**src/rtl/addsub_share_arbiter_if.sv**
```systemverilog
// Requester/consumer bundle for the shared add/sub arbiter.
// Handshake: a transfer happens on a rising clk edge where valid && ready are
// both 1. Once valid is raised it stays high, with stable payload, until that
// transfer happens. ready may depend combinationally on valid and on the
// consumer's resp_ready.
interface addsub_share_arbiter_if #(
  parameter int WIDTH = 32,
  parameter int CNT_W = 16
);
  logic             req0_valid;
  logic             req0_ready;
  logic [WIDTH-1:0] req0_a;
  logic [WIDTH-1:0] req0_b;
  logic             req0_sub;
  logic             req1_valid;
  logic             req1_ready;
  logic [WIDTH-1:0] req1_a;
  logic [WIDTH-1:0] req1_b;
  logic             req1_sub;
  logic             resp_valid;
  logic             resp_ready;
  logic             resp_id;
  logic [WIDTH-1:0] resp_sum;
  logic             resp_cout;
  logic             resp_ovf;
  logic [CNT_W-1:0] op_count;

  // Arbiter side
  modport slave (
    input  req0_valid, req0_a, req0_b, req0_sub,
    input  req1_valid, req1_a, req1_b, req1_sub,
    input  resp_ready,
    output req0_ready, req1_ready,
    output resp_valid, resp_id, resp_sum, resp_cout, resp_ovf, op_count
  );

  // Requester/consumer side
  modport master (
    output req0_valid, req0_a, req0_b, req0_sub,
    output req1_valid, req1_a, req1_b, req1_sub,
    output resp_ready,
    input  req0_ready, req1_ready,
    input  resp_valid, resp_id, resp_sum, resp_cout, resp_ovf, op_count
  );
endinterface

```
**src/rtl/addsub_share_arbiter.sv**
```systemverilog
// Two requesters share one ripple adder/subtractor. Round-robin grant, one
// result register drained by a valid/ready consumer, saturating op counter.
module addsub_share_arbiter #(
  parameter int WIDTH = 32,
  parameter int CNT_W = 16
) (
  input  logic                   clk,
  input  logic                   rst_n,
  addsub_share_arbiter_if.slave  bus,
  output logic                   o_dbg_state
);

  typedef enum logic {S_IDLE = 1'b0, S_HOLD = 1'b1} state_t;

  state_t           r_state;
  state_t           w_next_state;
  logic             r_last_grant;
  logic             r_id;
  logic [WIDTH-1:0] r_sum;
  logic             r_cout;
  logic             r_ovf;
  logic [CNT_W-1:0] r_cnt;

  logic             w_resp_valid;
  logic             w_can_accept;
  logic             w_gnt_valid;
  logic             w_gnt_id;
  logic             w_accept;
  logic             w_drain;
  logic [WIDTH-1:0] w_a;
  logic [WIDTH-1:0] w_b;
  logic             w_sub;
  logic [WIDTH-1:0] w_bx;
  logic [WIDTH:0]   w_full;
  logic             w_ovf;

  // Grant: a lone requester wins; on a tie the one not served last wins.
  assign w_gnt_valid  = bus.req0_valid | bus.req1_valid;
  assign w_gnt_id     = (bus.req0_valid && bus.req1_valid) ? ~r_last_grant
                                                           : bus.req1_valid;
  assign w_can_accept = (r_state == S_IDLE) || bus.resp_ready;
  assign w_accept     = rst_n && w_can_accept && w_gnt_valid;
  assign w_drain      = w_resp_valid && bus.resp_ready;

  assign bus.req0_ready = w_accept && (w_gnt_id == 1'b0);
  assign bus.req1_ready = w_accept && (w_gnt_id == 1'b1);

  // Shared datapath on the granted operands; subtract is A + ~B + 1.
  assign w_a    = w_gnt_id ? bus.req1_a   : bus.req0_a;
  assign w_b    = w_gnt_id ? bus.req1_b   : bus.req0_b;
  assign w_sub  = w_gnt_id ? bus.req1_sub : bus.req0_sub;
  assign w_bx   = w_b ^ {WIDTH{w_sub}};
  assign w_full = {1'b0, w_a} + {1'b0, w_bx} + {{WIDTH{1'b0}}, w_sub};
  assign w_ovf  = (w_a[WIDTH-1] == w_bx[WIDTH-1]) &&
                  (w_full[WIDTH-1] != w_a[WIDTH-1]);

  // Next state: HOLD while a result is owned or a new one loads, else IDLE.
  always_comb begin
    w_next_state = r_state;
    w_resp_valid = 1'b0;
    case (r_state)
      S_IDLE: begin
        if (w_accept) w_next_state = S_HOLD;
      end
      S_HOLD: begin
        w_resp_valid = 1'b1;
        if (!w_accept && bus.resp_ready) w_next_state = S_IDLE;
      end
      default: w_next_state = S_IDLE;
    endcase
  end

  // State register; reset discards any held result.
  always_ff @(posedge clk) begin
    if (!rst_n) r_state <= S_IDLE;
    else        r_state <= w_next_state;
  end

  // Result register and round-robin pointer load on every accept.
  always_ff @(posedge clk) begin
    if (!rst_n) begin
      r_last_grant <= 1'b1;
      r_id         <= 1'b0;
      r_sum        <= '0;
      r_cout       <= 1'b0;
      r_ovf        <= 1'b0;
    end else if (w_accept) begin
      r_last_grant <= w_gnt_id;
      r_id         <= w_gnt_id;
      r_sum        <= w_full[WIDTH-1:0];
      r_cout       <= w_full[WIDTH];
      r_ovf        <= w_ovf;
    end
  end

  // Completed-operation counter, sticks at all-ones.
  always_ff @(posedge clk) begin
    if (!rst_n) begin
      r_cnt <= '0;
    end else if (w_drain && (r_cnt != {CNT_W{1'b1}})) begin
      r_cnt <= r_cnt + {{(CNT_W-1){1'b0}}, 1'b1};
    end
  end

  assign bus.resp_valid = w_resp_valid;
  assign bus.resp_id    = r_id;
  assign bus.resp_sum   = r_sum;
  assign bus.resp_cout  = r_cout;
  assign bus.resp_ovf   = r_ovf;
  assign bus.op_count   = r_cnt;
  assign o_dbg_state    = r_state;

endmodule
```
**src/flat_wrapper.sv**
```systemverilog
// flat-port wrapper written by rule: the top's interface ports become plain ports
module addsub_share_arbiter_flat 
#(
  parameter int WIDTH = 32,
  parameter int CNT_W = 16
)
  (clk, rst_n, o_dbg_state, bus_req0_valid, bus_req0_a, bus_req0_b, bus_req0_sub, bus_req1_valid, bus_req1_a, bus_req1_b, bus_req1_sub, bus_resp_ready, bus_req0_ready, bus_req1_ready, bus_resp_valid, bus_resp_id, bus_resp_sum, bus_resp_cout, bus_resp_ovf, bus_op_count);
  addsub_share_arbiter_if #(.WIDTH(WIDTH), .CNT_W(CNT_W)) bus_i ();
  input  logic clk;
  input  logic rst_n;
  output logic o_dbg_state;
  input wire logic [$bits(bus_i.req0_valid)-1:0] bus_req0_valid;
  input wire logic [$bits(bus_i.req0_a)-1:0] bus_req0_a;
  input wire logic [$bits(bus_i.req0_b)-1:0] bus_req0_b;
  input wire logic [$bits(bus_i.req0_sub)-1:0] bus_req0_sub;
  input wire logic [$bits(bus_i.req1_valid)-1:0] bus_req1_valid;
  input wire logic [$bits(bus_i.req1_a)-1:0] bus_req1_a;
  input wire logic [$bits(bus_i.req1_b)-1:0] bus_req1_b;
  input wire logic [$bits(bus_i.req1_sub)-1:0] bus_req1_sub;
  input wire logic [$bits(bus_i.resp_ready)-1:0] bus_resp_ready;
  output wire logic [$bits(bus_i.req0_ready)-1:0] bus_req0_ready;
  output wire logic [$bits(bus_i.req1_ready)-1:0] bus_req1_ready;
  output wire logic [$bits(bus_i.resp_valid)-1:0] bus_resp_valid;
  output wire logic [$bits(bus_i.resp_id)-1:0] bus_resp_id;
  output wire logic [$bits(bus_i.resp_sum)-1:0] bus_resp_sum;
  output wire logic [$bits(bus_i.resp_cout)-1:0] bus_resp_cout;
  output wire logic [$bits(bus_i.resp_ovf)-1:0] bus_resp_ovf;
  output wire logic [$bits(bus_i.op_count)-1:0] bus_op_count;
  assign bus_i.req0_valid = bus_req0_valid;
  assign bus_i.req0_a = bus_req0_a;
  assign bus_i.req0_b = bus_req0_b;
  assign bus_i.req0_sub = bus_req0_sub;
  assign bus_i.req1_valid = bus_req1_valid;
  assign bus_i.req1_a = bus_req1_a;
  assign bus_i.req1_b = bus_req1_b;
  assign bus_i.req1_sub = bus_req1_sub;
  assign bus_i.resp_ready = bus_resp_ready;
  assign bus_req0_ready = bus_i.req0_ready;
  assign bus_req1_ready = bus_i.req1_ready;
  assign bus_resp_valid = bus_i.resp_valid;
  assign bus_resp_id = bus_i.resp_id;
  assign bus_resp_sum = bus_i.resp_sum;
  assign bus_resp_cout = bus_i.resp_cout;
  assign bus_resp_ovf = bus_i.resp_ovf;
  assign bus_op_count = bus_i.op_count;
  addsub_share_arbiter #(.WIDTH(WIDTH), .CNT_W(CNT_W)) u_core (.clk(clk), .rst_n(rst_n), .bus(bus_i), .o_dbg_state(o_dbg_state));
endmodule
```
**config.mk**
```make
export PLATFORM = sky130hd
export DESIGN_NAME = addsub_share_arbiter_flat
export DESIGN_NICKNAME = d
export VERILOG_FILES = /design/src/rtl/addsub_share_arbiter_if.sv /design/src/rtl/addsub_share_arbiter.sv /design/src/flat_wrapper.sv
export SDC_FILE = /design/constraint.sdc
export NUM_CORES = 1
export LEC_CHECK = 0
export BUFFER_PORTS_ARGS = -buffer_cell sky130_fd_sc_hd__buf_2
export CORE_UTILIZATION = 40
export DETAILED_ROUTE_END_ITERATION = 8
export GPL_TIMING_DRIVEN = 0
export HOLD_SLACK_MARGIN = 0.08
export PLACE_DENSITY = 0.71
export SLEW_MARGIN = 40
export SYNTH_ARGS = -nofsm -noshare
export SYNTH_HDL_FRONTEND = slang
export SYNTH_SLANG_ARGS = --single-unit
```
**constraint.sdc**
```tcl
create_clock -name clk -period 10.2 [get_ports clk]
set_input_delay 0.51 -clock clk [delete_from_list [all_inputs] [get_ports clk]]
set_output_delay 0.51 -clock clk [all_outputs]
set_load 0.02 [all_outputs]
```
# After elaboration in Yosys (flattened, before gate mapping)

Index checks and enable logic that the tools add are counted.
W data, S select, Z words.

Flip-flop bits (word level): 53
Bits in latches: 0
RAM bits: 0
Memory bits (read-only): 0
Input port bits: 135
Output and inout port bits: 55
Word-level logic and storage cells: 37
Memories kept: 0

Add/sub/neg operators: 3
Multiply operators: 0
Div/mod/pow operators: 0
$lt $le $gt $ge: 0
Equal/unequal tests: 3
Shifts and indexed selects: 0
Multiplexer cells: 8
Bitwise logic cells: 5
Reduce and logical (&&, ||, !) cells: 11

Operators by type and width:

| cell                    | count |
|---|---|
| $mux W32                | 2 |
| $add A32 B32 Y33        | 1 |
| $add A33 B1 Y33         | 1 |
| $xor A32 B32 Y32        | 1 |
| $add A16 B1 Y16 const B | 1 |
| $ne A16 B16 Y1 const B  | 1 |
| $logic_and A1 B1 Y1     | 9 |
| $mux W1                 | 5 |
| $not A1 Y1              | 3 |
| $pmux W1 S2             | 1 |
| $eq A1 B1 Y1            | 1 |
| $logic_not A1 Y1        | 1 |
| $logic_or A1 B1 Y1      | 1 |
| $ne A1 B1 Y1            | 1 |
| $or A1 B1 Y1            | 1 |

# Depth between registers and ports, before layout

Gate-level depths: netlist of run 1.

Depth in word-level cells: 8
Depth in mapped cells: 16
Depth with buffers taken out: 13

# Least setup slack after synthesis of run 1

OpenSTA, ideal clock, no wires.

Path kind: input port to flip-flop
Start point: input port bus_req1_valid
End point: register u_core.r_sum[22] (netlist: u_core.bus.resp_sum[22])
Setup time: 0.120 ns
Arrival: 3.891 ns
Required time: 10.080 ns
Setup slack: 6.189 ns
Cell stages on the path: 14
Path buffers: 2
Cells stage by stage: a21boi_4 buf_1 clkbuf_1 mux2_2 fa_1 a21o_1 a221o_2 a21boi_4 o221a_4 o211ai_2 a21o_1 o21ai_2 nor4b_1 a211o_1

Word-level cells in the longest chain between the ends: 6
Elaborated cells on any way between the ends: 10
Those cells by class: add/sub (2); mux (4); bitwise (2); reduce/logical (2)

RTL lines:

| item                                       | RTL line                                               | text |
|---|---|---|
| start, declared                            | flat_wrapper.sv:16                                     | `input wire logic [$bits(bus_i.req1_valid)-1:0] bus_req1_valid;` |
| $logic_and A1 B1 Y1                        | addsub_share_arbiter.sv:39                             | `assign w_gnt_id = (bus.req0_valid && bus.req1_valid) ? ~r_last_grant` |
| $mux W1                                    | addsub_share_arbiter.sv:39                             |  |
| $mux W32 / $mux W1 (equally long branches) | addsub_share_arbiter.sv:50, addsub_share_arbiter.sv:51 |  |
| $xor A32 B32 Y32                           | addsub_share_arbiter.sv:52                             | `assign w_bx = w_b ^ {WIDTH{w_sub}};` |
| $add A32 B32 Y33                           | addsub_share_arbiter.sv:53                             | `assign w_full = {1'b0, w_a} + {1'b0, w_bx} + {{WIDTH{1'b0}}, w_sub};` |
| $add A33 B1 Y33                            | addsub_share_arbiter.sv:53                             |  |
| end signal, assigned                       | addsub_share_arbiter.sv:90                             | `r_sum <= w_full[WIDTH-1:0];` |
| end, declared                              | addsub_share_arbiter.sv:19                             | `logic [WIDTH-1:0] r_sum;` |

Several ways; a longest one is shown, not always the timed one.
A chain may end at the register's enable or synchronous reset.

# Worst setup path in the final report of run 1

Start point: input port bus_req1_valid
End point: register u_core.r_sum[30] (netlist: u_core.bus.resp_sum[30])

Same word-level chain as after synthesis.

==> flow_metrics.env, run 1 <==
export IMPL_synth_ff_type="dfxtp_1"
export IMPL_antennaDiodeCount=0
export IMPL_path_clk_slew_ns=0.08
export IMPL_r2r_start="u_core.r_last_grant"
export IMPL_drt_pass1_iter_count=5
export IMPL_ios=190
export IMPL_die_y_um=110
export IMPL_hold_violations=0
export IMPL_cap_viol_max_count=0
export IMPL_critPathRequiredTime_ns=10.38
export IMPL_grtUsageMet3=0.0241
export IMPL_ys_seq_area_frac=0.227
export IMPL_syn_area_per_cell_um2=8.55
export IMPL_placementRows=39
export IMPL_end_kind="register"
export IMPL_antenna_found_initial=0
export IMPL_grt_pass1_wl_um=20400
export IMPL_min_path_type="register to register"
export IMPL_peakVddDrop_mv=0.0845
export IMPL_leakage_nw=2.84
export IMPL_final_cell_area_um2=5950
export IMPL_max_freq_ghz=0.221
export IMPL_vias=4713
export IMPL_via_per_inst=5.33
export IMPL_start_util=0.410
export IMPL_ys_warnings_count=0
export IMPL_synth_seq_cells=53
export IMPL_use_met1=0.263
export IMPL_grt_max_degree=18
export IMPL_drtAntennaViolNets=0
export IMPL_ctsHtreeMaxLevel=2
export IMPL_place_hpwl_um=10700
export IMPL_finalSetupViolCount=0
export IMPL_cts_hold_buf=0
export IMPL_nets=909
export IMPL_layout_drive_gt1_share=0.338
export IMPL_maxSlewHeadroom=0.494
export IMPL_finClkSkew_ns=0.00679
export IMPL_clk_latency_ns=0.29
export IMPL_worstSetupPathType="input pin to register"
export IMPL_place_ws_ns=5.35
export IMPL_die_area_um2=12100
export IMPL_grt_pass1_vias=4389
export IMPL_grt_ovfl_total=0
export IMPL_syn_to_final_growth_pct=27.6
export IMPL_fin_crit_sh=0.444
export IMPL_status="finished clean"
export IMPL_synthDominantCellAreaShare=0.227
export IMPL_period_needed_ns=4.53
export IMPL_numCtsBuffers=5
export IMPL_grt_util_met2=0.399
export IMPL_power_frac_comb=0.519
export IMPL_port_buffers=188
export IMPL_ys_types=59
export IMPL_cts_max_path_buffers=2
export IMPL_seqPwrFrac=0.279
export IMPL_drtIter0Drc=239
export IMPL_cts_root_buf="clkbuf_16"
export IMPL_cts_tree="done"
export IMPL_hold_end="u_core.bus.resp_sum[9]"
export IMPL_pwr_share_clk=0.202
export IMPL_yosys_area_top_type="dfxtp_1"
export IMPL_cts_repair_resized=0
export IMPL_swShare=0.410
export IMPL_post_cts_buffers=0
export IMPL_synthesis_area_um2=4670
export IMPL_power_switching_w=0.000398
export IMPL_core_area_um2=11400
export IMPL_reg2reg_depth=14
export IMPL_setup_slack_ns=5.67
export IMPL_arrival_ns=4.71
export IMPL_place_gp_congestion=0.857
export IMPL_tns_ns=0
export IMPL_synthCells=546
export IMPL_fp_dieW_um=110
export IMPL_drt_wl_total_um=13000
export IMPL_crit_path_start_kind="input pin"
export IMPL_holdPathStages=2
export IMPL_powerDensity_nw_per_um2=163
export IMPL_routedWlPerCell_um=14.7
export IMPL_crit_fanout=10
export IMPL_postPlaceCellArea_um2=5790
export IMPL_min_from="u_core.bus.resp_sum[9]"
export IMPL_r2r_end="u_core.bus.resp_sum[30]"
export IMPL_grt_usage=0.213
export IMPL_async_flop_share=0
export IMPL_r2r_slack_ns=5.69
export IMPL_tightestPinTransition_ns=0.759
export IMPL_yosys_top_cells_area="dfxtp_1, xor2_1, ha_1, mux2i_1, mux2_2"
export IMPL_top_usage_layer="met2"
export IMPL_drv_slew=0
export IMPL_p_int_w=0.000573
export IMPL_cts_num_sinks=53
export IMPL_syn_nets=714
export IMPL_rsz0062_at_grt="no"
export IMPL_drc=0
export IMPL_synth_edf_count=0
state kept, by name (all words and copies together) (netlist names):
register and count:
u_core.bus.resp_sum 32, u_core.bus.op_count 16, u_core.bus.resp_cout 1, u_core.bus.resp_id 1, u_core.bus.resp_ovf 1, u_core.o_dbg_state 1
u_core.r_last_grant 1
stage by stage:
step | hold slack [ns] | power, W | cells | utilization
2_1_floorplan | 0.499 | 0.000633 | 546 | -
3_3_place_gp | 0.454 | 0.000769 | 877 | 0.509
3_5_place_dp | 0.454 | 0.000777 | 877 | 0.509
4_1_cts | 0.464 | 0.000972 | 885 | 0.524
5_1_grt | 0.480 | 0.00104 | 885 | 0.524
6_report | 0.463 | 0.000970 | 885 | 0.524
critical path, stage by stage:
cell and delay (ns):
buf_2 0.11, a21boi_4 0.29, mux2i_1 0.58, clkbuf_1 0.58, xor2_1 0.22, fa_1 0.50, a21o_1 0.21, a221o_2 0.40
a311oi_2 0.38, o221a_2 0.32, o2111ai_1 0.15, o211ai_2 0.14, o21ai_2 0.11, xnor2_1 0.14, o21ai_1 0.06
synthesized netlist by cell type, types with 2 or more instances:
master    number
a211o_1        2
a211oi_1       2
a21boi_4       2
a21o_1         8
a21oi_1       33
a31oi_1        4
a41oi_1        2
and2_1        19
and3_1        14
and3b_1        2
and4_1         2
buf_1          2
buf_2          3
buf_4          3
clkbuf_1      23
dfxtp_1       53
ha_1          32
inv_1         10
mux2_2        31
mux2i_1       36
nand2_1       31
nand2b_1       2
nand3_1       43
nand4_1        6
nor2_1        15
nor2b_1        6
nor3b_1        2
o211ai_1       2
o211ai_2       2
o21a_1         2
o21ai_0       35
o21ai_1       13
o21ai_2        2
o31ai_2        2
xnor2_1       27
xor2_1        50
metal layers:
layer  up-vias  wire, µm
li1       2353         -
met1      2200      5730
met2       147      6470
met3        13       734
met4         0       111
met5         -         0
placed cells by master (no fill, tap or decap), types with 3 or more instances in the layout:
cell type,Yosys,final
a21o_1,8,8
a21oi_1,33,33
a31oi_1,4,4
and2_1,19,19
and3_1,14,14
buf_2,3,191
buf_4,3,3
clkbuf_1,23,23
clkbuf_16,0,5
dfxtp_1,53,53
ha_1,32,32
inv_1,10,10
mux2_2,31,31
mux2i_1,36,36
nand2_1,31,31
nand3_1,43,43
nand4_1,6,6
nor2_1,15,15
nor2b_1,6,6
o21ai_0,35,35
o21ai_1,13,13
xnor2_1,27,27
xor2_1,50,50
area by class of cell:
type	instances	area (µm²)
buffer	31	131
clock buffer	5	125
clock inverter	3	43.8
fill	1099	5420
inverter	10	37.5
multi-input combinational	452	3440
sequential	53	1060
tap	143	179
timing repair buffer	188	941
power by group through the flow:
stage	clock network (W)	logic (W)	registers, W
2_1_floorplan	0	0.000315	0.000318
3_3_place_gp	0	0.000494	0.000275
3_5_place_dp	0	0.000501	0.000275
4_1_cts	0.000197	0.000504	0.000271
5_1_grt	0.000205	0.000558	0.000274
6_report	0.000196	0.000503	0.000271
logic make-up after synthesis:
kind of cell    share of synthesized area
mux                                 0.155
simple gates                        0.168
xor+xnor                            0.145
flops                               0.227
fa+ha+maj                          0.0901
buf+inv                            0.0362
compound gates                      0.179
worst max path at each step:
stage / from / endpoint / slack (ns) / cells after the start
3_3_place_gp: bus_req0_valid / u_core.bus.resp_sum[30] / 5.41 / 15
3_5_place_dp: bus_req0_valid / u_core.bus.resp_sum[30] / 5.35 / 15
6_report: bus_req1_valid / u_core.bus.resp_sum[30] / 5.67 / 15
2_1_floorplan: bus_req1_valid / u_core.bus.resp_sum[22] / 6.19 / 14
5_1_grt: bus_req1_valid / u_core.bus.resp_ovf / 5.32 / 17
4_1_cts: bus_req1_valid / u_core.bus.resp_sum[30] / 5.64 / 15
Power figures use the tool's default switching activity.
==> run 2, diff against run 1 <==
clock period = 4.2 ns   (was 10.2 ns; I/O delays follow)
==> run 2 against run 1 <==
Clock power is 140% higher. Flip-flop and latch count stayed put. Clock skew about the same. Via count is 0.11% lower. Non-clock buffer count is the same. Wire length is essentially flat. Die area unchanged. Critical path type is now register to register. Highest routed layer unchanged.
==> flow_metrics.env, run 2 (synthesis results as in run 1) <==
export IMPL_status="finished clean"
export IMPL_powerDensity_nw_per_um2=395
export IMPL_cts_max_path_buffers=2
export IMPL_min_path_type="input pin to register"
export IMPL_ios=190
export IMPL_worstSetupPathType="register to register"
export IMPL_fp_dieW_um=110
export IMPL_cts_hold_buf=0
export IMPL_via_per_inst=5.32
export IMPL_max_freq_ghz=0.251
export IMPL_mostFrequentLayoutCells="buf_2, dfxtp_1, xor2_1"
export IMPL_grt_pass1_vias=4387
export IMPL_final_cell_area_um2=6010
export IMPL_grt_pass1_wl_um=20400
export IMPL_grt_ovfl_total=0
export IMPL_finClkSkew_ns=0.00698
export IMPL_drtAntennaViolNets=0
export IMPL_tightestPinTransition_ns=0.596
export IMPL_core_area_um2=11400
export IMPL_crit_fanout=10
export IMPL_antennaDiodeCount=0
export IMPL_postPlaceCellArea_um2=5790
export IMPL_syn_to_final_growth_pct=28.8
export IMPL_end_kind="register"
export IMPL_die_area_um2=12100
export IMPL_layout_drive_gt1_share=0.354
export IMPL_grtUsageMet3=0.0241
export IMPL_cts_num_sinks=53
export IMPL_fin_util=0.529
export IMPL_drt_pass1_iter_count=5
export IMPL_drv_slew=0
export IMPL_cts_root_buf="clkbuf_16"
export IMPL_largest_register_ffs=32
export IMPL_cap_viol_max_count=0
export IMPL_ctsHtreeMaxLevel=2
export IMPL_place_gp_congestion=0.857
export IMPL_period_needed_ns=3.99
export IMPL_die_y_um=110
export IMPL_setup_slack_ns=0.209
export IMPL_drtIter0Drc=252
export IMPL_fin_crit_sh=0.950
export IMPL_final_common_cell="buf_2"
export IMPL_grt_util_met2=0.399
export IMPL_nets=909
export IMPL_top_usage_layer="met2"
export IMPL_peakVddDrop_mv=0.205
export IMPL_place_ws_ns=-0.348
export IMPL_maxSlewHeadroom=0.602
export IMPL_routedWlPerCell_um=14.7
export IMPL_finalSetupViolCount=0
export IMPL_grt_max_degree=18
export IMPL_grt_usage=0.213
export IMPL_cts_tree="done"
export IMPL_vias=4708
export IMPL_arrival_ns=4.17
export IMPL_placementRows=39
export IMPL_start_util=0.410
export IMPL_clk_latency_ns=0.29
export IMPL_drc=0
export IMPL_critPathRequiredTime_ns=4.38
export IMPL_antenna_found_initial=0
export IMPL_leakage_nw=2.88
export IMPL_rsz0062_at_grt="no"
export IMPL_numCtsBuffers=5
export IMPL_place_hpwl_um=10700
export IMPL_hold_violations=0
export IMPL_drt_wl_total_um=13000
export IMPL_crit_path_start_kind="register"
export IMPL_port_buffers=188
export IMPL_use_met1=0.263
export IMPL_path_clk_slew_ns=0.08
run 2: worst paths after layout:
kind,start,end,slack [ns],cells after the start
setup / recovery,u_core.r_last_grant,u_core.bus.resp_sum[30],0.21,14
hold / removal,bus_resp_ready,u_core.o_dbg_state,0.27,3
setup reg to reg,u_core.r_last_grant,u_core.bus.resp_sum[30],0.21,14
hold reg to reg,u_core.bus.resp_sum[9],u_core.bus.resp_sum[9],0.46,2
run 2: area by class of cell:
class | count | area [µm²]
Timing Repair Buffer | 188 | 941
Sequential cell | 53 | 1060
Tap cell | 143 | 179
Clock inverter | 3 | 43.8
Clock buffer | 5 | 125
Buffer | 31 | 150
Inverter | 10 | 37.5
Multi-Input combinational cell | 452 | 3470
Fill cell | 1091 | 5360
run 2: timing repair:
item	CTS	global route
setup buffers	0	0
endpoints found under the setup margin	13	8
pin swaps	0	1
resized for setup	8	14
run 2: stage by stage:
step           instances  hold WS [ns]  setup TNS, ns  power, W
3_5_place_dp         877         0.454          -2.59   0.00189
6_report             885         0.271              0   0.00237
3_3_place_gp         877         0.454          -1.73   0.00187
2_1_floorplan        546         0.412              0   0.00154
4_1_cts              885         0.266              0   0.00236
5_1_grt              885         0.295              0   0.00254
run 2: critical path, stage by stage (launching register included):
cell,delay [ns]
dfxtp_1,0.35
a21boi_4,0.31
mux2i_4,0.39
buf_2,0.34
xor2_1,0.16
fa_1,0.48
a21o_1,0.21
a221o_2,0.41
a311oi_4,0.31
o221a_2,0.31
o2111ai_1,0.15
o211ai_2,0.14
o21ai_2,0.11
xnor2_1,0.14
o21ai_1,0.06
run 2: layer usage:
metal,wire length [µm],vias up
met5,0,-
met4,110,0
met3,712,13
met2,6430,156
met1,5780,2184
li1,-,2355
run 2: power breakdown:
group	leakage, nW	total (W)	switching [W]	internal [W]
combinational	2.36	0.00124	0.000721	0.000517
sequential	0.436	0.000659	0.0000590	0.000600
clock	0.0842	0.000476	0.000193	0.000283
